### src/rtl/uart_echo_ctrl.sv
// uart_echo_ctrl
// Host-side echo controller for the usart block. Received bytes are taken
// through the Rx_RDY/DATA_OUT/rdy_clr handshake and buffered in a FIFO. The
// TX FSM writes them back through DATA_IN/n_WR/Tx_RDY, optionally following
// every CR (0x0D) with an inserted LF (0x0A).
//
// Handshakes:
//   RX: a byte is offered while RX_RDY=1. It is taken on the first cycle with
//       RX_RDY=1 while rx_armed is set. RDY_CLR acknowledges it one cycle
//       later for exactly one cycle, whether the byte was kept or dropped.
//       RX_RDY must fall before another byte can be taken.
//   TX: a byte is loaded only while TX_RDY=1 (the LF follow-up excepted).
//       n_WR is low for one cycle with TX_DATA stable. The transmitter is
//       then expected to drop TX_RDY and raise it again when the frame is
//       done. If TX_RDY never drops, BUSY_TIMEOUT cycles later the byte is
//       treated as sent.
//
// Ports:
//   CLK50M, RST         clock, synchronous active-high reset
//   RX_DATA, RX_RDY     received byte and its valid flag
//   RDY_CLR             one-cycle receive acknowledge
//   TX_DATA, n_WR       byte to transmit and active-low write strobe
//   TX_RDY              transmitter idle
//   ECHO_EN             allow new bytes to be popped for transmit
//   CLR_OVF             clear the sticky OVERFLOW flag
//   FIFO_LEVEL          bytes currently buffered
//   OVERFLOW            sticky: a byte was dropped on a full FIFO
//   TX_COUNT            bytes strobed to the transmitter (wraps)
//   tx_state_dbg        TX FSM state (0 idle, 1 strobe, 2 busy, 3 done)
module uart_echo_ctrl #(
  parameter int DEPTH        = 8,
  parameter bit CRLF_EN      = 1'b1,
  parameter int BUSY_TIMEOUT = 16
) (
  input  logic                     CLK50M,
  input  logic                     RST,
  input  logic [7:0]               RX_DATA,
  input  logic                     RX_RDY,
  output logic                     RDY_CLR,
  output logic [7:0]               TX_DATA,
  output logic                     n_WR,
  input  logic                     TX_RDY,
  input  logic                     ECHO_EN,
  input  logic                     CLR_OVF,
  output logic [$clog2(DEPTH):0]   FIFO_LEVEL,
  output logic                     OVERFLOW,
  output logic [15:0]              TX_COUNT,
  output logic [1:0]               tx_state_dbg
);

  localparam int AW = $clog2(DEPTH);
  localparam int LW = AW + 1;
  localparam int TW = $clog2(BUSY_TIMEOUT + 1);

  typedef enum logic [1:0] {
    T_IDLE   = 2'd0,
    T_STROBE = 2'd1,
    T_BUSY   = 2'd2,
    T_DONE   = 2'd3
  } tx_state_e;

  tx_state_e         state_q, state_d;
  logic [7:0]        tx_data_q, tx_data_d;
  logic              lf_pend_q, lf_pend_d;
  logic [TW-1:0]     timer_q, timer_d;
  logic [15:0]       tx_count_q, tx_count_d;
  logic [AW-1:0]     rd_ptr_q, rd_ptr_d;
  logic [AW-1:0]     wr_ptr_q, wr_ptr_d;
  logic [LW-1:0]     level_q, level_d;
  logic              ovf_q, ovf_d;
  logic              rx_armed_q, rx_armed_d;
  logic              rdy_clr_q, rdy_clr_d;
  logic [7:0]        mem_q [DEPTH];

  logic              capture;
  logic              push;
  logic              pop;
  logic              drop;
  logic              fifo_full;
  logic              fifo_empty;

  always_comb begin
    state_d    = state_q;
    tx_data_d  = tx_data_q;
    lf_pend_d  = lf_pend_q;
    timer_d    = timer_q;
    tx_count_d = tx_count_q;
    rd_ptr_d   = rd_ptr_q;
    wr_ptr_d   = wr_ptr_q;
    level_d    = level_q;
    ovf_d      = ovf_q;
    rx_armed_d = rx_armed_q;
    rdy_clr_d  = 1'b0;
    pop        = 1'b0;

    fifo_full  = (level_q == LW'(DEPTH));
    fifo_empty = (level_q == '0);

    // TX FSM
    case (state_q)
      T_IDLE: begin
        // A pending LF goes out ahead of the next buffered byte and does
        // not depend on ECHO_EN.
        if (lf_pend_q) begin
          tx_data_d = 8'h0A;
          lf_pend_d = 1'b0;
          state_d   = T_STROBE;
        end else if (ECHO_EN && !fifo_empty && TX_RDY) begin
          pop       = 1'b1;
          tx_data_d = mem_q[rd_ptr_q];
          rd_ptr_d  = rd_ptr_q + AW'(1);
          state_d   = T_STROBE;
        end
      end
      T_STROBE: begin
        tx_count_d = tx_count_q + 16'd1;
        if (CRLF_EN && tx_data_q == 8'h0D) lf_pend_d = 1'b1;
        timer_d = '0;
        state_d = T_BUSY;
      end
      T_BUSY: begin
        if (!TX_RDY) begin
          state_d = T_DONE;
        end else if (timer_q == TW'(BUSY_TIMEOUT - 1)) begin
          // Transmitter never acknowledged; give up on this byte.
          state_d = T_IDLE;
        end else begin
          timer_d = timer_q + TW'(1);
        end
      end
      T_DONE: begin
        if (TX_RDY) state_d = T_IDLE;
      end
      default: state_d = T_IDLE;
    endcase

    // RX capture; rx_armed rearms on any cycle with RX_RDY low so that a
    // held RX_RDY yields one capture only.
    capture = RX_RDY && rx_armed_q;
    if (!RX_RDY)      rx_armed_d = 1'b1;
    else if (capture) rx_armed_d = 1'b0;
    rdy_clr_d = capture;

    // A pop in the same cycle frees the slot, so a full FIFO still accepts.
    push = capture && (!fifo_full || pop);
    drop = capture && fifo_full && !pop;

    if (push) wr_ptr_d = wr_ptr_q + AW'(1);

    case ({push, pop})
      2'b10:   level_d = level_q + LW'(1);
      2'b01:   level_d = level_q - LW'(1);
      default: level_d = level_q;
    endcase

    // Set has priority over clear.
    if (drop)         ovf_d = 1'b1;
    else if (CLR_OVF) ovf_d = 1'b0;
  end

  always_ff @(posedge CLK50M) begin
    if (RST) begin
      state_q    <= T_IDLE;
      tx_data_q  <= 8'h00;
      lf_pend_q  <= 1'b0;
      timer_q    <= '0;
      tx_count_q <= 16'd0;
      rd_ptr_q   <= '0;
      wr_ptr_q   <= '0;
      level_q    <= '0;
      ovf_q      <= 1'b0;
      rx_armed_q <= 1'b1;
      rdy_clr_q  <= 1'b0;
    end else begin
      state_q    <= state_d;
      tx_data_q  <= tx_data_d;
      lf_pend_q  <= lf_pend_d;
      timer_q    <= timer_d;
      tx_count_q <= tx_count_d;
      rd_ptr_q   <= rd_ptr_d;
      wr_ptr_q   <= wr_ptr_d;
      level_q    <= level_d;
      ovf_q      <= ovf_d;
      rx_armed_q <= rx_armed_d;
      rdy_clr_q  <= rdy_clr_d;
    end
  end

  // Storage has no reset; emptiness is tracked by the pointers and level.
  always_ff @(posedge CLK50M) begin
    if (push && !RST) mem_q[wr_ptr_q] <= RX_DATA;
  end

  assign RDY_CLR      = rdy_clr_q;
  assign TX_DATA      = tx_data_q;
  assign n_WR         = (state_q != T_STROBE);
  assign FIFO_LEVEL   = level_q;
  assign OVERFLOW     = ovf_q;
  assign TX_COUNT     = tx_count_q;
  assign tx_state_dbg = state_q;

endmodule

### config.mk
export PLATFORM = sky130hd
export DESIGN_NAME = uart_echo_ctrl
export DESIGN_NICKNAME = d
export VERILOG_FILES = /design/src/rtl/uart_echo_ctrl.sv
export SDC_FILE = /design/constraint.sdc
export NUM_CORES = 1
export LEC_CHECK = 0
export ABC_AREA = 1
export BUFFER_PORTS_ARGS = -buffer_cell sky130_fd_sc_hd__buf_4
export CORE_UTILIZATION = 55
export CTS_CLUSTER_DIAMETER = 60
export DETAILED_ROUTE_END_ITERATION = 8
export GPL_ROUTABILITY_DRIVEN = 1
export MAX_ROUTING_LAYER = met4
export PLACE_DENSITY = 0.75
export SLEW_MARGIN = 25
export SYNTH_ARGS = -nofsm -noshare
export SYNTH_HDL_FRONTEND = slang
export SYNTH_SLANG_ARGS = --single-unit
### constraint.sdc
create_clock -name CLK50M -period 2.5 [get_ports CLK50M]
set_clock_uncertainty 0.15 [all_clocks]
set_input_delay 0.125 -clock CLK50M [delete_from_list [all_inputs] [get_ports CLK50M]]
set_output_delay 0.125 -clock CLK50M [all_outputs]
set_load 0.02 [all_outputs]
# [Yosys cells after proc, flatten, opt, wreduce, memory -nomap -nowiden]
# Memory sizes are Yosys's and may differ from the RTL's. A register that Yosys moved wholly into a read port is not among the register bits.
# Index checks and enable logic that the tools add are counted.
[classes] n_addsub=6 n_eq_ne=15 n_mux=23 n_bitwise=2 n_reduce_logical=25
[op_table] operator="16-bit by 1-bit adder with 16-bit output, second input constant" count=1
[op_table] operator="8-bit 2-to-1 mux" count=2
[op_table] operator="2-bit 2-to-1 mux" count=5
[op_table] operator="5-bit 2-to-1 mux" count=2
[op_table] operator="5-bit one-hot mux with 2 select lines" count=1
[op_table] operator="2-bit nonzero test" count=5
[op_table] operator="3-bit AND reduction" count=3
[op_table] operator="8-bit by 4-bit equality test with 1-bit output, second input constant" count=1
[op_table] operator="1-bit 2-to-1 mux" count=8
[op_table] operator="2-bit inequality test, second input constant" count=4
[op_table] operator="2-bit one-hot mux with 4 select lines" count=1
[op_table] operator="4-bit one-hot mux with 2 select lines" count=1
[op_table] operator="1-bit logical AND" count=7
[op_table] operator="3-bit by 1-bit adder with 3-bit output, second input constant" count=2
[op_table] operator="2-bit equality test, second input constant" count=3
[op_table] operator="3-bit 2-to-1 mux" count=2
[op_table] operator="3-bit inequality test, second input constant" count=2
[op_table] operator="5-bit by 1-bit adder with 5-bit output, second input constant" count=1
[op_table] operator="5-bit by 4-bit equality test with 1-bit output, second input constant" count=1
[op_table] operator="4-bit by 1-bit adder with 4-bit output, second input constant" count=1
[op_table] operator="2-bit by 1-bit equality test with 1-bit output, second input constant" count=2
[op_table] operator="4-bit equality test, second input constant" count=1
[op_table] operator="1-bit logical NOT" count=4
[op_table] operator="4-bit logical NOT" count=1
[op_table] operator="8 further kinds" count=10
[word_totals] register_bits=45 mem_bits_rw=64 output_inout_bits=33 elab_cells=83 mem_count=1
[mem_list] memory="mem_q" depth=8 word_bits=8 rd=1 rd_clocked_by_memory_dff=1 wr=1 line="73" source="logic [7:0] mem_q [DEPTH];"

# [Longest topological paths before layout]
# Gate-level depths: netlist (run 1).
[logic_depth] word_depth=12 mapped_depth=13

# [Worst setup path before layout (run 1)]
# Ideal clock, no wire load.
[synth_path] path_kind="register -> register" from="register level_q[2] (netlist: FIFO_LEVEL[2])" to="register level_q[2] (netlist: FIFO_LEVEL[2])" setup_time_ps=120 arrival_time_ps=1925 setup_slack_ps=305 path_stages_with_launch=12 n_path_buf=0 cell_sequence="dfxtp_1 inv_1 nand3_1 nand3_4 nand2_4 nand2_4 ha_1 xor2_1 ha_1 a21oi_1 xor2_1 a21oi_1"
[synth_between] elab_chain_len=11 elab_cells_between_ends=17 classes_between="add/sub: 2; eq/ne: 3; mux: 4; reduce/logical: 8"
[synth_lines] element="start, declared" line="69" source="logic [LW-1:0] level_q, level_d;"
[synth_lines] element="start signal, assigned" line="182" source="level_q <= level_d;"
[synth_lines] element="4-bit logical NOT" line="97" source="fifo_empty = (level_q == '0);"
[synth_lines] element="1-bit logical NOT" line="108" source="end else if (ECHO_EN && !fifo_empty && TX_RDY) begin"
[synth_lines] element="1-bit logical AND (2 in a row)" line="108"
[synth_lines] element="1-bit 2-to-1 mux" line="108"
[synth_lines] element="1-bit 2-to-1 mux" line="104" source="if (lf_pend_q) begin"
[synth_lines] element="1-bit 2-to-1 mux" line="100" source="case (state_q)"
[synth_lines] element="1-bit logical OR" line="145" source="push = capture && (!fifo_full || pop);"
[synth_lines] element="1-bit logical AND" line="145"
[synth_lines] element="2-bit by 1-bit equality test with 1-bit output or 2-bit equality test (tied branches)" line="150" source="case ({push, pop})"
[synth_lines] element="4-bit one-hot mux with 2 select lines or 2-bit nonzero test (tied branches)"
# Parallel ways exist; a longest one is shown, timed or not.
# A chain may end at the register's enable or synchronous reset.

# [Worst setup path in the final report (run 1)]
[layout_path] from="register state_q[0] (netlist: tx_state_dbg[0])" to="register level_q[2] (netlist: FIFO_LEVEL[2])"
[layout_between] elab_chain_len=6 elab_cells_between_ends=8 classes_between="eq/ne: 2; mux: 2; reduce/logical: 4"
[layout_lines] element="start, declared" line="62" source="tx_state_e state_q, state_d;"
[layout_lines] element="start signal, assigned" line="175" source="state_q <= state_d;"
[layout_lines] element="2-bit logical NOT (*)" line="100"
[layout_lines] element="1-bit 2-to-1 mux (*)" line="100"
[layout_lines] element="1-bit logical OR" line="145"
[layout_lines] element="1-bit logical AND" line="145"
[layout_lines] element="2-bit by 1-bit equality test with 1-bit output or 2-bit equality test (tied branches)" line="150"
[layout_lines] element="4-bit one-hot mux with 2 select lines or 2-bit nonzero test (tied branches)"
# Mark *: on every way between the ends. The rest lies on a longest branch, timed or not.

==> results.ini, run 1 <==
[yosys]
ys_seq_elements=112
synth_area_sq_um=4730
synth_fp_nets=524
synth_edf_count=64
synthCells=502
synth_cell_types=28
synthArstFlopShare=0
syn_avg_cell_area_sq_um=9.42
yosys-top-cells-area=edfxtp_1 (41%), dfxtp_1 (20%), nor2_1 (7.0%)
synth_ff_type=edfxtp_1
yosysTopAreaCell=edfxtp_1
yosysTopAreaCellShare=0.406
seq_area_frac_synth=0.609
synth_warnings=0

[global_routing]
grt_pass1_vias=3465
grt_antenna_before_repair=0
grt_pass1_wl_mm=16.2
grt-ovfl-total=0
grt_max_degree=33
gr-usage-all-layers=0.252

[floorplanning]
ios=47
die_x_microns=94.7
core.rowCount=33
die_area_sq_um=8980
die_y_microns=94.7
start_util=0.573
core_area_sq_um=8260

[route]
dr_total_vias=3600
ant_nets=0
via_per_inst=5.31
drc_errors=0
drt_first_pass_iters=5
drt-initial-drc-count=208
totalWireLength_mm=9.91
wl_per_cell_microns=14.6

[setup_path]
startpoint=tx_state_dbg[0]
rrSetupSlack_ps=200
critPathLaunchType=flip-flop
r2r_start=tx_state_dbg[0]
worst_r2r_endpoint=FIFO_LEVEL[2]
crit_arrival_ps=2470
cp-endpoint=FIFO_LEVEL[2]
endpoint_kind=flip-flop
critPathRequiredTime_ps=2670
ff2ff_path_depth=11
cp_max_fo=11
crit_type=flip-flop to flip-flop

[finish]
drive_gt1_frac=0.161
regArea_sq_um=2880
nets=590
multiInputGateArea_sq_um=1610
syn2layout_area_growth_pct=17.6
final_common_cell=nor2_1
n_antenna_cell=0
layout_common_cells=nor2_1 (88), nand2_1 (75), edfxtp_1 (64)
final_cell_count_no_fill=678
n_fill_cell=657

[timing]
fmax_mhz=434
min_period_ps=2300
rsz0062_at_grt=no
finalSetupViolations=0
slew_violations=0
tightest_slew_ps=675
max_slew_margin=0.550
fin_hold_ws_ps=135
min_period_over_period=0.921
fin_tns_setup_ps=0
hold_viol_final=0

[status]
outcome=complete, no violations

[clock_network]
clk_latency_ps=390
post_cts_buffers=0
cts_tree=yes
cts.sinks=112
numCtsBuffers=9
cts-root-buf=clkbuf_8
path_clk_slew_ps=120
htree_levels=3
cts_max_path_buffers=2

[placed_design]
place.gp.congestion=0.823
io_buffer_count=46
dp.cells=650
detailed_place_hpwl_mm=6.76

[pwr]
finalPower_w=0.00412
ir_worst_vdd_mv=0.373
p_leak_nw=2.13
powerDensity_nw_per_um2=741

[min_path]
hp-class=primary input to flip-flop

[run]
drv_cap=0

## report_power, final
group / internal (W) / total [W] / switching [W]
sequential: 0.00203 / 0.00211 / 0.0000825
combinational: 0.000298 / 0.000862 / 0.000564
clock: 0.000426 / 0.00115 / 0.000721
## registers in the layout, summed over array words and instances (netlist names), named ones only
register,count
tx_state_dbg,2
timer_q,5
rx_armed_q,1
mem_q,64
TX_COUNT,16
TX_DATA,8
lf_pend_q,1
OVERFLOW,1
rd_ptr_q,3
wr_ptr_q,3
FIFO_LEVEL,4
RDY_CLR,1
## worst min-delay path by stage
stage	startpoint	to	slack, ps	cells after the start
2_1_floorplan	RX_RDY	rx_armed_q	40	1
3_3_place_gp	RX_RDY	rx_armed_q	150	2
3_5_place_dp	RX_RDY	rx_armed_q	150	2
4_1_cts	ECHO_EN	rd_ptr_q[0]	120	5
5_1_grt	ECHO_EN	rd_ptr_q[0]	170	5
6_report	ECHO_EN	rd_ptr_q[0]	130	5
## per-layer routing
layer,wire length [microns],global-route usage,vias up
li1,-,-,1813
met1,4290,0.312,1671
met2,4900,0.414,103
met3,582,0.0531,13
met4,131,0.0783,0
met5,0,-,-
## cells in the mapped netlist, types with 4 or more instances
library cell / instances
dfxtp_1: 48
nand3_1: 38
nor2_4: 5
nor2_1: 88
xor2_1: 5
nand2_1: 75
a21oi_1: 35
edfxtp_1: 64
nor3_1: 11
nand2_2: 5
buf_2: 8
o21ai_0: 45
clkbuf_1: 5
inv_2: 4
ha_1: 8
inv_1: 42
## timing repair
item | 4_1_cts | 5_1_grt
endpoints found under the hold margin | 86 | 0
hold buffers | 12 | 0
resized for setup | 0 | 0
endpoints found under the setup margin | 0 | 0
## cells by family after synthesis
family | share of synthesized area
compound gates | 0.0947
xor+xnor | 0.00926
flops | 0.609
simple gates | 0.216
buf+inv | 0.0500
fa+ha+maj | 0.0212
## stage by stage
| stage | setup WS, ps | utilization | instance area (sq um) |
|---|---|---|---|
| 4_1_cts | 212 | 0.674 | 5560 |
| 3_3_place_gp | 330 | 0.633 | 5230 |
| 3_5_place_dp | 227 | 0.633 | 5230 |
| 5_1_grt | 37.6 | 0.674 | 5560 |
| 6_report | 197 | 0.674 | 5560 |
| 2_1_floorplan | 305 | - | 4730 |
## area by class of cell
cell class                 instances  area share
inverter                          46      0.0310
clock buffer                       9      0.0223
timing repair buffer              69      0.0985
sequential                       112       0.518
multi-input combinational        330       0.290
tap                              105      0.0236
clock inverter                     7      0.0169
## critical path, stage by stage (launching register included)
cell     delay (ps)
dfxtp_1         380
inv_2           130
nand2_2          90
nor2_4          110
nand3_4         130
inv_2           220
ha_1            270
xor2_1          220
ha_1            180
a21oi_1          50
xor2_1          160
a21oi_1         150
No activity file was read; power rests on OpenSTA's default activity.
==> run 2, diff against run 1 <==
ABC_AREA = unset   (was 1)
CTS_BUF_LIST = sky130_fd_sc_hd__clkbuf_16   (was unset)
==> run 2 against run 1 <==
Against the previous run:
- critical path depth fell by 1
- synthesized area fell by 3.0%
- global-route usage fell by 1.2 points
- combinational power fell by 40%
- critical endpoint unchanged
- cell area rose by 1.6%
- largest cell class unchanged
==> results.ini, run 2 <==
[status]
outcome=complete, no violations

[global_routing]
grt-ovfl-total=0  ; unchanged
gr-usage-all-layers=0.240  ; -0.0123
grt_max_degree=47  ; +42%
grt_antenna_before_repair=0  ; unchanged
grt_pass1_vias=2974  ; -14%
grt_pass1_wl_mm=15.0  ; -7.6%

[finish]
drive_gt1_frac=0.307  ; +0.146
fin_util=0.717  ; +0.0432
largest_reg_flops=64  ; unchanged
syn2layout_area_growth_pct=23.3
design_area_sq_um=5660  ; +1.6%
regArea_sq_um=2890  ; +0.17%
largest_register=mem_q
n_fill_cell=524  ; -20%
final_common_cell=buf_4
layout_common_cells=buf_4 (67), edfxtp_1 (64), dfxtp_1 (44)
n_antenna_cell=0  ; unchanged
multiInputGateArea_sq_um=1690  ; +4.7%
nets=431  ; -27%

[route]
drc_errors=0  ; unchanged
ant_nets=0  ; unchanged
wl_per_cell_microns=17.9  ; +23%
dr_total_vias=2937  ; -18%
totalWireLength_mm=9.24  ; -6.7%
drt-initial-drc-count=167  ; -20%
via_per_inst=5.69  ; +7.2%
drt_first_pass_iters=4  ; -1

[pwr]
power_frac_clock=0.368  ; +0.090
p_int_w=0.00314  ; +14%
p_switching_w=0.000973  ; -29%
p_sw_frac=0.237  ; -0.0953
powerDensity_nw_per_um2=727  ; -1.9%
ir_worst_vdd_mv=0.359  ; -3.6%
comb_power_share=0.127  ; -0.082
pwr-share-seq=0.505  ; -0.008
p_leak_nw=2.03  ; -4.6%

[setup_path]
critPathLaunchType=flip-flop
rrSetupSlack_ps=30  ; -170 ps
crit_arrival_ps=2590  ; +120 ps
cp_max_fo=3  ; -8
critPathRequiredTime_ps=2620  ; -50 ps
crit_type=flip-flop to flip-flop
endpoint_kind=flip-flop

[floorplanning]
start_util=0.582  ; +0.00866
die_y_microns=93.3  ; -1.5%
core_area_sq_um=7890  ; -4.5%
core.rowCount=32  ; -3.0%
die_x_microns=93.3  ; -1.5%
ios=47  ; unchanged
die_area_sq_um=8710  ; -3.0%

[yosys]
yosys-top-cells-area=edfxtp_1 (42%), dfxtp_1 (21%), mux4_2 (7.9%)
synth_ff_type=edfxtp_1
seq_area_frac_synth=0.628  ; +0.0191
syn_avg_cell_area_sq_um=13.7  ; +46%
ys_seq_elements=112  ; unchanged
synth_fp_nets=356  ; -32%
yosysTopAreaCell=edfxtp_1
synth_edf_count=64  ; unchanged
synth_common_cells=edfxtp_1 (64), dfxtp_1 (48), nor2_1 (41), mux4_2 (16)
synth_area_sq_um=4590  ; -3.0%
synth.most_common_cell=edfxtp_1
synthArstFlopShare=0  ; unchanged
synthCells=334  ; -33%
synth_cell_types=53  ; +89%
yosysTopAreaCellShare=0.419  ; +0.0127
synth_warnings=0  ; unchanged

[timing]
hold_viol_final=0  ; unchanged
min_period_over_period=0.988  ; +0.0667
min_period_ps=2470  ; +167 ps
fmax_mhz=405  ; -6.7%
fin_tns_setup_ps=0  ; unchanged
max_slew_margin=0.599  ; +0.0489
slew_violations=0  ; unchanged
rsz0062_at_grt=yes
finalSetupViolations=0  ; unchanged
tightest_slew_ps=597  ; -78.1 ps

[clock_network]
clk_latency_ps=340  ; -50 ps
htree_levels=3  ; unchanged
cts_tree=yes
cts.sinks=112  ; unchanged
path_clk_slew_ps=70  ; -50 ps
cts_max_path_buffers=2  ; unchanged
numCtsBuffers=9  ; unchanged
cts-root-buf=clkbuf_16

[placed_design]
detailed_place_hpwl_mm=5.79  ; -14%
place.gp.congestion=0.770  ; -6.5%
place_area_sq_um=5180  ; -0.79%
io_buffer_count=46  ; unchanged

[min_path]
hp-class=primary input to flip-flop

[run]
drv_cap=0  ; unchanged

## run 2: what timing repair did
action                                  in CTS  in global routing
pin swaps                                    3                  6
hold buffers                                11                  0
resized for setup                            3                  2
hold endpoints to repair                    67                  0
endpoints found under the setup margin       2                  2
setup buffers                                0                  1
## run 2: per-stage QoR
stage,cells,hold WS [ps],total power (W),setup WS (ps)
2_1_floorplan,334,48.7,0.00242,-90.3
3_3_place_gp,488,156,0.00258,20.7
3_5_place_dp,488,160,0.00260,-9.25
4_1_cts,515,33.0,0.00412,0.334
5_1_grt,516,82.2,0.00426,-47.3
6_report,516,42.6,0.00411,30.6
## run 2: cell type report
class                      instances  area share
clock buffer                       9      0.0398
timing repair buffer              78       0.108
multi-input combinational        203       0.298
sequential                       112       0.511
tap                              102      0.0226
clock inverter                     7      0.0168
inverter                           5     0.00332
## run 2: path summary, 6_finish.rpt
check	from	to	cells after the start
worst max-delay path	tx_state_dbg[0]	FIFO_LEVEL[2]	10
worst min-delay path	TX_RDY	tx_state_dbg[1]	4
worst max register to register	tx_state_dbg[0]	FIFO_LEVEL[2]	10
worst min register to register	OVERFLOW	OVERFLOW	1
## run 2: cells by family after synthesis
group / count (synthesis) / share of synthesized area
and+or+nand+nor: 113 / 0.135
DFF: 112 / 0.628
AOI/OAI and AO/OA: 36 / 0.0559
muxes: 29 / 0.109
buffers and inverters: 19 / 0.0169
xor gates and xnor gates: 17 / 0.0325
adders and majority gates: 8 / 0.0218
## run 2: power groups by stage
stage / registers (W) / logic (W) / clock network, W
floorplan: 0.00214 / 0.000277 / 0
global placement: 0.00211 / 0.000470 / 0
detailed placement: 0.00212 / 0.000481 / 0
CTS: 0.00208 / 0.000507 / 0.00154
global route: 0.00209 / 0.000569 / 0.00161
finish: 0.00208 / 0.000521 / 0.00151
## run 2: routing by layer
metal  global-route usage  vias to the layer above  share of wire
met4               0.0705                        0          0.014
li1                     -                     1407              -
met3               0.0520                       13          0.036
met5                    -                        -              0
met1                0.310                     1454           0.46
met2                0.384                       63           0.49
## run 2: worst max-delay path: stages (launching register included)
cell and delay, ps:
dfxtp_2 320, or2_4 270, o311a_4 310, or2_4 260, ha_4 160, xor2_1 130, ha_2 190, a21oi_2 40
xor2_1 150, or3_1 300, a21oi_1 120
==> run 3, diff against run 2 <==
BUFFER_PORTS_ARGS = -buffer_cell sky130_fd_sc_hd__buf_2   (was -buffer_cell sky130_fd_sc_hd__buf_4)
==> run 3 against run 2 <==
Against the previous run:
- utilization fell by 1.9 points
- register-to-register slack is essentially flat
- routed wire length fell by 2.0%
- count of clock-buffer cells in the layout unchanged
- global-route usage decreased by 0.53 points
- critical endpoint unchanged
==> results.ini, run 3 (same netlist as run 2, synthesis figures left out) <==
[finish]
syn2layout_area_growth_pct=20.0
fin_util=0.698  ; -0.0190
layout_common_cells=edfxtp_1 (64), buf_2 (46), dfxtp_1 (44)
nets=433  ; +0.46%
design_area_sq_um=5510  ; -2.7%
n_fill_cell=566  ; +8.0%
final_common_cell=edfxtp_1
n_antenna_cell=0  ; unchanged
largest_reg_flops=64  ; unchanged
largest_register=mem_q
drive_gt1_frac=0.308  ; +0.000929

[placed_design]
pre_cts_slack_ps=13.0  ; +22.3 ps
place_area_sq_um=5090  ; -1.8%
detailed_place_hpwl_mm=6.04  ; +4.3%
io_buffer_count=46  ; unchanged
place.gp.congestion=0.759  ; -1.4%

[timing]
rsz0062_at_grt=yes
fin_hold_ws_ps=52.5  ; +9.92 ps
fmax_mhz=404  ; -0.15%
slew_violations=0  ; unchanged
min_period_ps=2470  ; +3.78 ps
fin_tns_setup_ps=0  ; unchanged
max_slew_margin=0.590  ; -0.00867
hold_viol_final=0  ; unchanged
finalSetupViolations=0  ; unchanged
tightest_slew_ps=609  ; +12.9 ps
min_period_over_period=0.989  ; +0.00151
setup_ws_ps=26.8  ; -3.78 ps

[setup_path]
r2r_start=tx_state_dbg[0]
startpoint=tx_state_dbg[0]
rrSetupSlack_ps=30  ; about the same
crit_arrival_ps=2610  ; +20 ps
endpoint_kind=flip-flop
worst_r2r_endpoint=FIFO_LEVEL[2]
critPathLaunchType=flip-flop
critPathRequiredTime_ps=2630  ; about the same
crit_type=flip-flop to flip-flop
ff2ff_path_depth=10  ; unchanged
cp_max_fo=3  ; unchanged

[min_path]
holdPathStages=4  ; unchanged
holdPathEnd=tx_state_dbg[1]
hp-class=primary input to flip-flop
hp-start=TX_RDY

[pwr]
pwr-share-seq=0.528  ; +0.023
p_sw_frac=0.255  ; +0.0184
ir_worst_vdd_mv=0.346  ; -3.6%
p_leak_nw=2.02  ; -0.73%
p_switching_w=0.00100  ; +2.8%
comb_power_share=0.122  ; -0.005
power_frac_clock=0.350  ; -0.018
p_int_w=0.00292  ; -6.9%
powerDensity_nw_per_um2=712  ; -2.0%

[floorplanning]
die_y_microns=93.3  ; unchanged
core_area_sq_um=7890  ; unchanged
ios=47  ; unchanged
start_util=0.582  ; unchanged
core.rowCount=32  ; unchanged
die_x_microns=93.3  ; unchanged
die_area_sq_um=8710  ; unchanged

[route]
totalWireLength_mm=9.06  ; -2.0%
dr_total_vias=2930  ; -0.24%
wl_met2_mm=4.45  ; -2.0%
wl_met3_microns=459  ; +36%
wl_met1_mm=4.07  ; -3.7%
ant_nets=0  ; unchanged
top_layer=met4
drt-initial-drc-count=164  ; -1.8%
drc_errors=0  ; unchanged
wl_per_cell_microns=17.5  ; -2.4%
drt_first_pass_iters=4  ; unchanged
via_per_inst=5.66  ; -0.62%

[global_routing]
grt_antenna_before_repair=0  ; unchanged
gr-usage-all-layers=0.234  ; -0.00530
grt_max_degree=27  ; -43%
grt_pass1_wl_mm=14.8  ; -1.5%
grt-ovfl-total=0  ; unchanged
grt_pass1_vias=2914  ; -2.0%

[clock_network]
numCtsBuffers=9  ; unchanged
post_cts_buffers=0  ; unchanged
cts_tree=yes
cts_max_path_buffers=2  ; unchanged
cts.sinks=112  ; unchanged
path_clk_slew_ps=80  ; about the same
htree_levels=3  ; unchanged
clk_latency_ps=350  ; about the same
cts-root-buf=clkbuf_16

[run]
drv_cap=0  ; unchanged

[status]
outcome=complete, no violations

run 3: through the flow:
step	power (W)	cells
after CTS	0.00395	518
after detailed placement	0.00257	491
after floorplan	0.00242	334
after global routing	0.00407	518
after global placement	0.00256	491
final	0.00392	518
run 3: area by class of cell:
| class | instances | area, sq um | share of cell area |
|---|---|---|---|
| Tap cell | 102 | 128 | 0.0232 |
| Timing Repair Buffer | 80 | 513 | 0.0932 |
| Clock inverter | 7 | 61.3 | 0.0111 |
| Sequential cell | 112 | 2890 | 0.525 |
| Clock buffer | 9 | 225 | 0.0409 |
| Multi-Input combinational cell | 203 | 1670 | 0.304 |
| Inverter | 5 | 18.8 | 0.00341 |
run 3: timing repair:
item,4_1_cts,5_1_grt
resized for setup,0,3
setup endpoints to repair,1,2
hold buffers,11,0
pin swaps,1,1
endpoints found under the hold margin,67,0
run 3: layer usage:
metal / vias to the layer above / GRT usage
met1: 1457 / 0.315
li1: 1407 / -
met5: - / -
met2: 58 / 0.368
met4: 0 / 0.0577
met3: 8 / 0.0496
run 3: power by group through the flow:
stage / logic [W] / registers, W / clock network, W
final: 0.000478 / 0.00207 / 0.00137
after detailed placement: 0.000459 / 0.00211 / 0
after floorplan: 0.000277 / 0.00214 / 0
after global routing: 0.000524 / 0.00208 / 0.00146
after global placement: 0.000450 / 0.00211 / 0
after CTS: 0.000477 / 0.00207 / 0.00140
run 3: worst max-delay path by stage:
stage,slack [ps],to,cells past startpoint
final,30,FIFO_LEVEL[2],10
after global routing,-50,FIFO_LEVEL[2],10
after CTS,5,FIFO_LEVEL[2],10
after detailed placement,10,FIFO_LEVEL[2],10
after global placement,50,FIFO_LEVEL[3],7
after floorplan,-90,FIFO_LEVEL[3],7
run 3: critical path: stages (launching register included):
cell	delay (ps)
dfxtp_2	320
or2_4	250
o311a_4	300
or2_4	260
ha_4	170
xor2_1	160
ha_2	200
a21oi_2	40
xor2_1	140
or3_1	310
a21oi_1	120
